--- config.mk ---
export PLATFORM = sky130hd
export DESIGN_NAME = sequence_generator
export DESIGN_NICKNAME = d
export VERILOG_FILES = /design/src/rtl/seq_pkg.sv /design/src/rtl/seq_exp_model.sv /design/src/rtl/sequence_generator.sv
export SDC_FILE = /design/constraint.sdc
export NUM_CORES = 1
export LEC_CHECK = 0
export ABC_AREA = 1
export BUFFER_PORTS_ARGS = -buffer_cell sky130_fd_sc_hd__buf_4
export CORE_ASPECT_RATIO = 0.75
export CORE_UTILIZATION = 52
export DETAILED_ROUTE_END_ITERATION = 8
export PLACE_DENSITY_LB_ADDON = 0.25
export SLEW_MARGIN = 40
export SYNTH_ARGS = -nofsm -noshare
export SYNTH_HDL_FRONTEND = slang
export SYNTH_HIERARCHICAL = 1
export SYNTH_SLANG_ARGS = --single-unit
--- constraint.sdc ---
create_clock -name clk -period 1.9 [get_ports clk]
set_input_delay 0 -clock clk [delete_from_list [all_inputs] [get_ports clk]]
set_output_delay 0 -clock clk [all_outputs]
set_load 0.005 [all_outputs]
--- src/rtl/seq_pkg.sv ---
// seq_pkg: shared state encodings and parameter defaults for the sequence generator
package seq_pkg;
  typedef enum logic [1:0] {IDLE, SHIFT, GAP} state_t;
  // Detector states: A = no 1 seen, B = one 1, C = two or more consecutive 1s
  typedef enum logic [1:0] {A, B, C} det_t;
  localparam int DEF_DATA_W = 8;
  localparam int DEF_LEN_W = $clog2(DEF_DATA_W + 1);
endpackage

--- src/rtl/seq_exp_model.sv ---
// seq_exp_model: golden model of the Moore "two or more consecutive 1s" detector
// Ports: clk, reset (async, active-high), w (serial input), exp_z (predicted detector z)
import seq_pkg::*;
module seq_exp_model (
  input  logic clk,
  input  logic reset,
  input  logic w,
  output logic exp_z
);
  det_t r;
  // Run counter saturating at C, cleared by any 0 on w
  always_ff @(posedge clk or posedge reset)
    if (reset) r <= A;
    else r <= !w ? A : r == A ? B : C;
  assign exp_z = r == C;
endmodule

--- src/rtl/sequence_generator.sv ---
// sequence_generator: serial pattern transmitter with predicted detector output
// Ports: clk, reset (async, active-high); start_valid/start_ready handshake with
// pattern, len, repeat_n; serial w/w_valid; busy; done pulse; exp_z prediction
import seq_pkg::*;
module sequence_generator #(
  parameter int DATA_W = DEF_DATA_W,
  parameter int LEN_W = DEF_LEN_W,
  parameter int GAP_CYCLES = 1
) (
  input  logic              clk,
  input  logic              reset,
  input  logic              start_valid,
  output logic              start_ready,
  input  logic [DATA_W-1:0] pattern,
  input  logic [LEN_W-1:0]  len,
  input  logic [3:0]        repeat_n,
  output logic              w,
  output logic              w_valid,
  output logic              busy,
  output logic              done,
  output logic              exp_z
);
  localparam int GW = GAP_CYCLES > 1 ? $clog2(GAP_CYCLES) : 1;
  localparam logic [LEN_W-1:0] MAX_LEN = LEN_W'(DATA_W);
  state_t state, state_n;
  logic [DATA_W-1:0] shadow, sr, aligned;
  logic [LEN_W-1:0] slen, cnt, lenc;
  logic [3:0] rep;
  logic [GW-1:0] gcnt;
  logic acc, last_bit, frame_end, reload;
  // Pattern is stored MSB-aligned so the next bit is always the top bit;
  // cnt counts the bits still to come after the one currently on w.
  always_comb begin
    lenc = len > MAX_LEN ? MAX_LEN : len;
    aligned = pattern << (MAX_LEN - lenc);
    acc = start_valid && state == IDLE;
    last_bit = state == SHIFT && cnt == '0;
    frame_end = (last_bit && GAP_CYCLES == 0) || (state == GAP && gcnt == '0);
    reload = frame_end && rep != '0;
    state_n = acc && lenc != '0 ? SHIFT : reload ? SHIFT : frame_end ? IDLE : last_bit ? GAP : state;
  end
  always_ff @(posedge clk or posedge reset)
    if (reset) state <= IDLE;
    else state <= state_n;
  always_ff @(posedge clk or posedge reset)
    if (reset) begin
      shadow <= '0;
      sr <= '0;
      slen <= '0;
      cnt <= '0;
      rep <= '0;
      gcnt <= '0;
      w <= 1'b0;
      w_valid <= 1'b0;
      done <= 1'b0;
    end else begin
      done <= (acc && lenc == '0) || (frame_end && !reload);
      if (acc) begin
        shadow <= aligned;
        slen <= lenc;
        rep <= repeat_n;
        sr <= aligned << 1;
        cnt <= lenc - LEN_W'(1);
        w <= lenc != '0 && aligned[DATA_W-1];
        w_valid <= lenc != '0;
      end else if (reload) begin
        rep <= rep - 4'd1;
        sr <= shadow << 1;
        cnt <= slen - LEN_W'(1);
        w <= shadow[DATA_W-1];
        w_valid <= 1'b1;
      end else if (state == SHIFT && cnt != '0) begin
        w <= sr[DATA_W-1];
        sr <= sr << 1;
        cnt <= cnt - LEN_W'(1);
      end else if (last_bit || frame_end) begin
        w <= 1'b0;
        w_valid <= 1'b0;
        gcnt <= GW'(GAP_CYCLES - 1);
      end else if (state == GAP)
        gcnt <= gcnt - GW'(1);
    end
  assign start_ready = state == IDLE;
  assign busy = state != IDLE;
  seq_exp_model u_model (.clk(clk), .reset(reset), .w(w), .exp_z(exp_z));
endmodule
==> reports/results.tsv <==
metric	value	unit
outcome	finished clean	
Core Region	3710	µm²
Avg Cell Area, Syn	7.53	µm²
DIE AREA	4200	µm²
Vias/cell	5.08	
Hold Path Class	primary input to flop	
drc violations	0	
most common cell after layout, fill and taps aside	nand2_1	
kind of critical path	flop to flop	
I/O pins	25	
fin nets	338	
CP required	2.07	ns
flops & latches, synth	35	
clk slew on worst S/H paths	0.07	ns
Reg power frac	52.2	%
number of buffers created by CTS	5	
wire length per cell	12.7	µm
Synth Warn #	6	
part of the power in combinational logic	10.9	%
gr ovfl total	0	
clock latency on the worst-skew pair	0.29	ns
Routed Antenna Nets	0	
Final min period	1.80	ns
clk sink count	35	
Gate Count Post-Synth	272	
Final Cycle Share	94.9	%
critical path cell sequence	inv_1, ha_2, nand2_2, nand2_2, nand2_1, nor2_2, nor2_4, ha_1, or2_1, nand3_1, o21ai_0	
num rows	19	
crit-path most repeated cell	nand2_2	
highest clock rate	555	MHz
final hold violation count	0	
metal3 WL	266	µm
max_slew headroom	70.8	%
Fillers	328	
share of cells above drive strength 1	21.5	%
Met2 Routed Length	2.01	mm
Ant. Diodes	0	
CTS Buffer Depth	2	
syn_nets	294	
Worst-Margin Slew	0.435	ns
first-pass GRT wire length	7.85	mm
Starting Density	55.3	%
switching share of total power	25.0	%
CTS Root Cell	clkbuf_8	
GR Util All Layers	25.1	%
max layer used	met4	
Async S/R FF share, synth	100	%
Post-synth EDFFs	0	
Arrival @ worst endpoint	1.98	ns
largest net degree at the start of global routing	34	
RSZ-0062 raised after global routing	true	
IO buf count	24	
Pleak	1.26	nW
via count	1876	
slowest CP cell	dfrtp_1	
Detailed Route WL	4.70	mm
utilization after layout	67.5	%
DIE HEIGHT	56.4	µm
CP Launch Type	flop	
leading register cell type out of synthesis	dfrtp_1	
crit path max fanout	4	
CTS tree	built	
vias in the first global route	1701	
Die X	74.5	µm
total iterations of the first detailed-routing run	5	
antenna violations before repair	0	
clk_skew	0.00553	ns
Met1 Wirelength	2.36	mm
H-Tree Depth	2	
Synth Cell Area	2050	µm²
max cap viols	0	
Slowest Stage Delay on Critical Path	0.36	ns
Clock power frac	37.0	%
Area growth, synth to finish	22.1	%
HPWL Detailed	3.44	mm
Netlist cell types	30	
setup violators final	0	
P_int	1.07	mW
Switch Pwr	0.357	mW
commonest non-fill, non-tap cells in the layout	71 x nand2_1, 37 x buf_4, 35 x inv_1	
PwrDens	570	nW/µm²
Max VDD drop	0.306	mV
DR iter-0 viols	141	
sequential fraction of the synthesis area	42.7	%
crit path buf inv count	1	
Final Max Tran Viols	0	
GP Congestion	0.857	
crit path capture type	flop	
Pwr Total	1.43	mW
CP top delay family	simple AND/OR/NAND/NOR gates	
stage by stage:
stage          cells  hold WS [ns]  TNS, ns  instance area (µm²)  setup WS [ns]
4_1_cts          365        0.0471        0                 2460         0.0102
2_1_floorplan    272        -0.259        0                 2050          0.104
5_1_grt          369        0.0659  -0.0583                 2500        -0.0583
3_3_place_gp     351        -0.131        0                 2310         0.0979
6_report         369        0.0510        0                 2500         0.0973
3_5_place_dp     351        -0.124        0                 2310         0.0224
routing by layer:
| metal | vias to the layer above | global-route usage, % |
|---|---|---|
| li1 | 960 | - |
| met1 | 841 | 37.3 |
| met2 | 66 | 35.0 |
| met3 | 9 | 5.92 |
| met4 | 0 | 9.70 |
| met5 | - | 0 |
synth_stat cells (2+ instances only):
cell / count / area, µm²
a31oi_1: 5 / 31.3
nand2_1: 72 / 270
nand2_4: 2 / 22.5
nand2_2: 4 / 25.0
nor2_4: 5 / 56.3
nor2_1: 24 / 90.1
a21oi_1: 2 / 10.0
o21ai_1: 4 / 20.0
nor3_1: 3 / 15.0
o221ai_1: 2 / 17.5
o211ai_1: 6 / 45.0
nand4_1: 3 / 18.8
inv_2: 2 / 7.51
inv_1: 36 / 135
nand3_1: 23 / 115
nor2_2: 2 / 12.5
ha_1: 3 / 37.5
clkbuf_1: 2 / 7.51
xor2_1: 2 / 17.5
o21ai_0: 24 / 120
dfrtp_1: 35 / 876
buf_6: 3 / 33.8
worst register-to-register path: cells and delay by family, from the launching register on:
kind / cells / cell delay (ns)
buf+inv: 1 / 0.10
flops: 1 / 0.36
simple gates: 7 / 0.74
fa+ha+maj: 2 / 0.42
compound gates: 1 / 0.07
cells by family after synthesis:
kind of cell / Yosys count / synth area share, %
buf+inv: 46 / 9.83
mux: 1 / 0.488
flops: 35 / 42.7
simple gates: 139 / 30.8
fa+ha+maj: 3 / 1.83
xor+xnor: 4 / 2.08
compound gates: 44 / 12.2
repair_timing:
action / 4_1_cts / 5_1_grt
hold buffers: 6 / 0
endpoints found under the setup margin: 0 / 7
hold endpoints to repair: 40 / 0
resized for setup: 0 / 7
setup buffers: 0 / 4
power by group through the flow:
stage / Clock (mW) / Combinational, mW / Sequential (mW)
floorplan: 0 / 0.0813 / 0.759
global placement: 0 / 0.135 / 0.759
detailed placement: 0 / 0.137 / 0.759
CTS: 0.534 / 0.147 / 0.745
global route: 0.565 / 0.174 / 0.744
finish: 0.527 / 0.155 / 0.745
layout make-up:
cell class	instances	area, µm²	share of cell area [%]
Tap cell	52	65.1	2.60
Clock inverter	2	12.5	0.500
Clock buffer	6	72.6	2.90
Multi-Input combinational cell	191	985	39.3
Timing Repair Buffer	43	338	13.5
Inverter	40	153	6.10
Sequential cell	35	877	35.0
flip-flops by register name, indices dropped and copies added, names as in the netlist:
| register | count |
|---|---|
| cnt | 4 |
| gcnt | 1 |
| rep | 4 |
| state | 2 |
| slen | 4 |
| w_valid | 1 |
| shadow | 8 |
| u_model/r | 2 |
| done | 1 |
| w | 1 |
| sr | 7 |
final timing paths:
path / cells past startpoint / startpoint / endpoint / slack, ns
max in group asynchronous: 4 / reset / state[1]$_DFFE_PP0P_ / 1.21
max reg2reg: 11 / rep[1]$_DFFE_PP0P_ / cnt[2]$_DFFE_PP0P_ / 0.1
min reg2reg: 2 / slen[2]$_DFFE_PP0P_ / slen[2]$_DFFE_PP0P_ / 0.48
max: 11 / rep[1]$_DFFE_PP0P_ / cnt[2]$_DFFE_PP0P_ / 0.1
min in group asynchronous: 3 / reset / u_model/r[1]$_DFF_PP0_ / 0.13
min: 3 / len[2] / slen[2]$_DFFE_PP0P_ / 0.05
Power figures use the tool's default switching activity.
